**src/rtl/apf_video_pkg.sv**
```systemverilog
// Shared types and constants for the APF video receiver: FSM states,
// error-bit indices, sync spacing and command-word field positions.
package apf_video_pkg;

    typedef enum logic [0:0] {
        S_WAIT_VS = 1'b0,
        S_LOCKED  = 1'b1
    } state_t;

    localparam int unsigned RGB_W = 24;

    localparam int unsigned ERR_W      = 6;
    localparam int unsigned ERR_VS_HS  = 0;
    localparam int unsigned ERR_DEF_HS = 1;
    localparam int unsigned ERR_HS_DE  = 2;
    localparam int unsigned ERR_LONG   = 3;
    localparam int unsigned ERR_HACT   = 4;
    localparam int unsigned ERR_DE_VS  = 5;

    // Minimum clocks from a VS pulse to the next HS pulse
    localparam int unsigned VS_HS_GAP = 3;

    localparam int unsigned CMD_RESCAN     = 0;
    localparam int unsigned CMD_INTERLACED = 1;
    localparam int unsigned CMD_FIELD      = 2;
    localparam int unsigned CMD_LAST_FIELD = 3;
    localparam int unsigned CMD_SLOT_LSB   = 13;
    localparam int unsigned CMD_SLOT_W     = 3;

endpackage

```
**src/rtl/apf_gap_checker.sv**
```systemverilog
// Sync/DE protocol checker: edge and spacing detection, sticky error flags
// and a saturating count of clocks containing any violation.
module apf_gap_checker
    import apf_video_pkg::*;
#(
    parameter int unsigned ECW = 16
) (
    input  logic             clk_vid,
    input  logic             reset_n,
    input  logic             active,
    input  logic             hs,
    input  logic             vs,
    input  logic             de,
    input  logic             hact_err,
    input  logic             clr_err,
    output logic [ERR_W-1:0] err_flags,
    output logic [ECW-1:0]   err_count
);

    localparam int unsigned HIST_W = VS_HS_GAP - 1;

    logic [HIST_W-1:0] vs_hist;
    logic              hs_d1;
    logic              de_d1;
    logic [ERR_W-1:0]  viol_c;

    // Strobe history tracks even while unlocked so the first locked cycles see it
    always_ff @(posedge clk_vid or negedge reset_n) begin
        if (!reset_n) begin
            vs_hist <= '0;
            hs_d1   <= 1'b0;
            de_d1   <= 1'b0;
        end else begin
            vs_hist <= {vs_hist[HIST_W-2:0], vs};
            hs_d1   <= hs;
            de_d1   <= de;
        end
    end

    always_comb begin
        viol_c = '0;
        if (active) begin
            viol_c[ERR_VS_HS]  = hs && (vs || (|vs_hist));
            viol_c[ERR_DEF_HS] = hs && de_d1 && !de;
            viol_c[ERR_HS_DE]  = de && (hs || hs_d1);
            viol_c[ERR_LONG]   = (hs && hs_d1) || (vs && vs_hist[0]);
            viol_c[ERR_HACT]   = hact_err;
            viol_c[ERR_DE_VS]  = de && vs;
        end
    end

    // A violation in the clearing cycle survives the clear
    always_ff @(posedge clk_vid or negedge reset_n) begin
        if (!reset_n) begin
            err_flags <= '0;
            err_count <= '0;
        end else if (clr_err) begin
            err_flags <= viol_c;
            err_count <= (|viol_c) ? ECW'(1) : '0;
        end else begin
            err_flags <= err_flags | viol_c;
            if ((|viol_c) && !(&err_count))
                err_count <= err_count + ECW'(1);
        end
    end

endmodule

```
**src/rtl/apf_video_rx.sv**
```systemverilog
// APF video receiver: locks on VS, decodes the active-pixel stream and
// measures frame timing; protocol checking is delegated to apf_gap_checker.
module apf_video_rx
    import apf_video_pkg::*;
#(
    parameter int unsigned CW  = 12,
    parameter int unsigned ECW = 16
) (
    input  logic             clk_vid,
    input  logic             reset_n,
    input  logic [RGB_W-1:0] video_rgb,
    input  logic             video_hs,
    input  logic             video_vs,
    input  logic             video_de,
    input  logic             clr_err,
    output logic             pix_valid,
    output logic [RGB_W-1:0] pix_rgb,
    output logic [CW-1:0]    pix_x,
    output logic [CW-1:0]    pix_y,
    output logic [CW-1:0]    h_active,
    output logic [CW-1:0]    h_total,
    output logic [CW-1:0]    v_active,
    output logic [CW-1:0]    v_total,
    output logic             interlaced,
    output logic             field,
    output logic             last_field,
    output logic             rescan,
    output logic [2:0]       scaler_slot,
    output logic             slot_valid,
    output logic             frame_done,
    output logic             locked,
    output logic [ERR_W-1:0] err_flags,
    output logic [ECW-1:0]   err_count
);

    function automatic logic [CW-1:0] sat_inc(input logic [CW-1:0] v);
        return (&v) ? v : v + CW'(1);
    endfunction

    state_t        state;
    state_t        state_nxt;
    logic          locked_c;
    logic          de_d;
    logic          de_fall_c;
    logic          hact_err_c;
    logic          seen_hs;
    logic          have_prev;
    logic          skip_line;
    logic [CW-1:0] hcnt;
    logic [CW-1:0] hs_lines;
    logic [CW-1:0] de_cnt;
    logic [CW-1:0] y_cnt;

    always_ff @(posedge clk_vid or negedge reset_n) begin
        if (!reset_n) state <= S_WAIT_VS;
        else          state <= state_nxt;
    end

    always_comb begin
        state_nxt = state;
        if (state == S_WAIT_VS && video_vs)
            state_nxt = S_LOCKED;
    end

    always_comb begin
        locked_c = (state == S_LOCKED);
    end

    assign locked     = locked_c;
    assign de_fall_c  = locked_c && de_d && !video_de;
    assign hact_err_c = de_fall_c && !skip_line && have_prev && (de_cnt != h_active);

    // Later assignments in this block take priority: VS resets override line updates
    always_ff @(posedge clk_vid or negedge reset_n) begin
        if (!reset_n) begin
            de_d        <= 1'b0;
            pix_valid   <= 1'b0;
            pix_rgb     <= '0;
            pix_x       <= '0;
            pix_y       <= '0;
            h_active    <= '0;
            h_total     <= '0;
            v_active    <= '0;
            v_total     <= '0;
            interlaced  <= 1'b0;
            field       <= 1'b0;
            last_field  <= 1'b0;
            rescan      <= 1'b0;
            scaler_slot <= '0;
            slot_valid  <= 1'b0;
            frame_done  <= 1'b0;
            seen_hs     <= 1'b0;
            have_prev   <= 1'b0;
            skip_line   <= 1'b0;
            hcnt        <= '0;
            hs_lines    <= '0;
            de_cnt      <= '0;
            y_cnt       <= '0;
        end else begin
            de_d       <= video_de;
            pix_valid  <= 1'b0;
            frame_done <= 1'b0;

            if (video_vs) begin
                interlaced <= video_rgb[CMD_INTERLACED];
                field      <= video_rgb[CMD_FIELD];
                last_field <= video_rgb[CMD_LAST_FIELD];
                rescan     <= video_rgb[CMD_RESCAN];
            end

            if (locked_c) begin
                if (video_hs) begin
                    hcnt     <= CW'(1);
                    seen_hs  <= 1'b1;
                    hs_lines <= sat_inc(hs_lines);
                    if (seen_hs) h_total <= hcnt;
                end else begin
                    hcnt <= sat_inc(hcnt);
                end

                if (video_de) begin
                    pix_valid <= 1'b1;
                    pix_rgb   <= video_rgb;
                    pix_x     <= de_cnt;
                    pix_y     <= y_cnt;
                    de_cnt    <= sat_inc(de_cnt);
                end

                if (de_fall_c) begin
                    de_cnt      <= '0;
                    y_cnt       <= sat_inc(y_cnt);
                    scaler_slot <= video_rgb[CMD_SLOT_LSB +: CMD_SLOT_W];
                    slot_valid  <= 1'b1;
                    skip_line   <= 1'b0;
                    if (!skip_line) begin
                        h_active  <= de_cnt;
                        have_prev <= 1'b1;
                    end
                end

                // A line still in DE at VS is partial and must not be measured
                if (video_vs) begin
                    v_total    <= hs_lines;
                    v_active   <= y_cnt;
                    frame_done <= 1'b1;
                    hs_lines   <= '0;
                    y_cnt      <= '0;
                    de_cnt     <= '0;
                    have_prev  <= 1'b0;
                    skip_line  <= video_de;
                end
            end
        end
    end

    apf_gap_checker #(
        .ECW (ECW)
    ) u_gap_checker (
        .clk_vid   (clk_vid),
        .reset_n   (reset_n),
        .active    (locked_c),
        .hs        (video_hs),
        .vs        (video_vs),
        .de        (video_de),
        .hact_err  (hact_err_c),
        .clr_err   (clr_err),
        .err_flags (err_flags),
        .err_count (err_count)
    );

endmodule

```
**config.mk**
```make
export PLATFORM = sky130hd
export DESIGN_NAME = apf_video_rx
export DESIGN_NICKNAME = d
export VERILOG_FILES = /design/src/rtl/apf_video_pkg.sv /design/src/rtl/apf_gap_checker.sv /design/src/rtl/apf_video_rx.sv
export SDC_FILE = /design/constraint.sdc
export NUM_CORES = 1
export LEC_CHECK = 0
export CAP_MARGIN = 40
export CORE_ASPECT_RATIO = 1.2
export CORE_MARGIN = 2
export CORE_UTILIZATION = 52
export CTS_BUF_LIST = sky130_fd_sc_hd__clkbuf_16
export DETAILED_ROUTE_END_ITERATION = 6
export MAX_ROUTING_LAYER = met4
export PLACE_DENSITY = 0.91
export RECOVER_POWER = 50
export SYNTH_ARGS = -nofsm -noshare
export SYNTH_HDL_FRONTEND = slang
export SYNTH_SLANG_ARGS = --single-unit
```
**constraint.sdc**
```tcl
create_clock -name clk_vid -period 2.6 [get_ports clk_vid]
set_clock_uncertainty 0.15 [all_clocks]
set_input_delay 0.39 -clock clk_vid [delete_from_list [all_inputs] [get_ports clk_vid]]
set_output_delay 0.39 -clock clk_vid [all_outputs]
set_load 0.03 [all_outputs]
```
==> impl_metrics.yaml <==
yosys:
  synthCells: 687
  yosysUniqueCellTypes: 63
  postSynth.asyncResetShare_pct: 100
  synth_area_leaders: "dfrtp_1 (58%), mux2_2 (11%), nand2_1 (4.8%), xor2_1 (3.6%), nor2_1 (2.2%)"
  yosysSeqAreaShare_pct: 58.0
  synth_common_cells: "dfrtp_1 (184), nand2_1 (101), mux2_2 (76)"
  ys_ff_latch: 184
  yosysMostFrequentCell: "dfrtp_1"
  avgSynthCellArea_um2: 11.6
  syn-num-nets: 722
  yosysTopAreaCellShare_pct: 58.0
  synthFlopType: "dfrtp_1"
  yosys.area.top_type: "dfrtp_1"
  synth_area_um2: 7940
  synth_edf_count: 0
  yosysWarnings: 0
sta:
  fmax_mhz: 428
  slew_headroom_pct: 3.03
  setup_viol: 0
  report.final.slew_viol_count: 0
  rsz0062_at_grt: "false"
  hold_violations: 0
  fin_crit_sh_pct: 89.9
  fin_crit_ns: 2.34
  worst_pin_slew_ns: 1.45
  fin_ws_ns: 0.264
critical_path:
  cp-start-kind: "input port"
  arrival_ns: 2.54
  path_class: "in2reg"
  cp-end-kind: "register"
  critPathMaxFanout: 7
  worstPathRequired_ns: 2.80
die:
  core_um2: 15000
  initial_utilization_pct: 53.1
  die_h_um: 139
  die_area_um2: 16300
  num_rows: 49
  io_pins: 159
  die_w_um: 117
job:
  maxCapViolCount: 0
route:
  via_per_inst: 5.42
  drc_errors: 0
  finalWirelength_um: 19000
  firstDrtPassIters: 4
  vias: 5939
  drtIter0Drc: 387
  detail-route-antenna-nets: 0
  wl_per_cell_um: 17.4
clock_tree:
  clk-insertion-delay-late_ns: 0.44
  cts-buffers-inserted: 17
  cts_sinks: 184
  post_cts_buffers: 0
  clk_path_buf_depth: 2
  cts_tree: "built"
  htreeDepth: 4
  cts.clk_slew.worst_paths_ns: 0.07
  cts-root-buf: "clkbuf_16"
global_routing:
  grt.overflow.total: 0
  track_usage_pct: 25.3
  grt_pass1_wl_um: 31100
  antenna_found_initial: 2
  grt_pass1_vias: 6172
  grt_max_degree: 59
cells_and_area:
  drive_above_1_share_pct: 18.0
  fillCellCount: 1093
  final_cells: 1096
  finalNetCount: 912
  final_core_util_pct: 70.7
  syn2layout_area_growth_pct: 33.1
place:
  post-place-cells: 1061
  dp_hpwl_um: 13600
  gp_routability_congestion: 0.822
  io_buffers: 158
  place_ws_ns: -0.0847
outcome:
  outcome: "finished, final reports clean"
hold_path:
  hold_class: "reg2reg"
pwr:
  power_density_nw_per_um2: 634
  power_leakage_nw: 4.77
  vdd_drop_max_mv: 0.460
  power.total_mw: 6.70
-- path summary, 6_finish.rpt --
| check | startpoint | endpoint | slack (ns) | cells after the start |
|---|---|---|---|---|
| setup / recovery | video_vs | y_cnt[10]$_DFFE_PN0P_ | 0.26 | 9 |
| hold / removal | seen_hs$_DFFE_PN0P_ | seen_hs$_DFFE_PN0P_ | 0.32 | 1 |
| setup reg to reg | de_cnt[6]$_DFFE_PN0P_ | u_gap_checker.err_count[1]$_DFFE_PN0P_ | 0.32 | 7 |
| hold reg to reg | seen_hs$_DFFE_PN0P_ | seen_hs$_DFFE_PN0P_ | 0.32 | 1 |
| max in group asynchronous | reset_n | h_total[8]$_DFFE_PN0P_ | 0.50 | 3 |
| min in group asynchronous | reset_n | v_active[4]$_DFFE_PN0P_ | 0.69 | 2 |
-- cells in the final DEF (no fill, tap or decap), types with 3 or more instances in the layout --
cell type        count
a21oi_1             20
and2_1               6
and3_1               6
and4_1               4
buf_4               31
bufinv_16            4
clkbuf_1             6
clkbuf_16           17
clkdlybuf4s50_1    154
clkinv_2             4
clkinvlp_4           3
dfrtp_1            184
dlygate4sd3_1        4
ha_1                 5
inv_1               13
inv_6                4
mux2_2              76
mux2i_1              3
nand2_1            101
nand2b_1             7
nand3_1             18
nand4_1             14
nor2_1              46
nor2b_1              3
nor3_1              11
nor4_1               4
o21a_1               8
o21ai_0             18
o21ai_1              6
o22ai_1              3
o2bb2ai_1            3
o31a_1               3
o31ai_1              4
or3_1               10
or4_1                5
xnor2_1             11
xor2_1              33
-- registers in the layout, summed over array words and instances (netlist names), 3 cells and up --
| register | cells |
|---|---|
| pix_x | 12 |
| u_gap_checker.err_count | 16 |
| hs_lines | 12 |
| v_total | 12 |
| scaler_slot | 3 |
| hcnt | 12 |
| v_active | 12 |
| h_active | 12 |
| h_total | 12 |
| u_gap_checker.err_flags | 6 |
| pix_y | 12 |
| de_cnt | 12 |
| pix_rgb | 24 |
| y_cnt | 12 |
-- stage by stage --
step	setup TNS [ns]	hold slack (ns)	area, um^2
detailed placement	-0.374	0.247	9960
floorplan	0	-0.0556	7940
global route	0	0.350	10600
global placement	-0.00594	0.246	9960
finish	0	0.323	10600
CTS	0	0.326	10600
-- metal layers --
metal	track usage, %	up-vias	part of all wire, %
met5	-	-	0
met4	10.4	0	2.8
met3	5.14	41	4.2
met2	42.6	144	53
met1	29.3	2975	40
li1	-	2779	-
-- critical path: stages --
cell	delay [ns]
dlygate4sd3_1	0.68
buf_4	0.20
buf_4	0.13
o21ai_0	0.18
nor4_1	0.34
buf_4	0.17
nand4_1	0.12
xor2_1	0.17
nor2_1	0.15
-- kinds of logic after synthesis --
logic type                 Yosys count  share of synthesized area [%]
and+or+nand+nor                    250                           15.3
buffers and inverters               43                           2.52
AOI/OAI and AO/OA                   81                           7.25
adders and majority gates            5                          0.788
muxes                               80                           11.3
DFF                                184                           58.0
xor gates and xnor gates            44                           4.85
-- repair_timing --
action / CTS / global route
hold buffers: 1 / 0
gates resized for setup: 0 / 1
setup endpoints to repair: 0 / 2
hold endpoints to repair: 54 / 0
-- report_power, final --
part	internal [mW]	total (mW)	switching (mW)
registers	2.99	3.09	0.100
logic	0.375	0.876	0.502
clock network	1.61	2.74	1.12
-- cell type report --
cell class	count	area, um^2	area share [%]
flip-flops and latches	184	4600	43.6
multi-input cells	460	3140	29.7
repair buffers	200	1890	17.8
clock buffers	17	425	4.03
well taps	204	255	2.42
clock inverters	15	198	1.87
inverters	14	52.6	0.497
diodes	2	5.00	0.0474
Power figures use the tool's default switching activity.
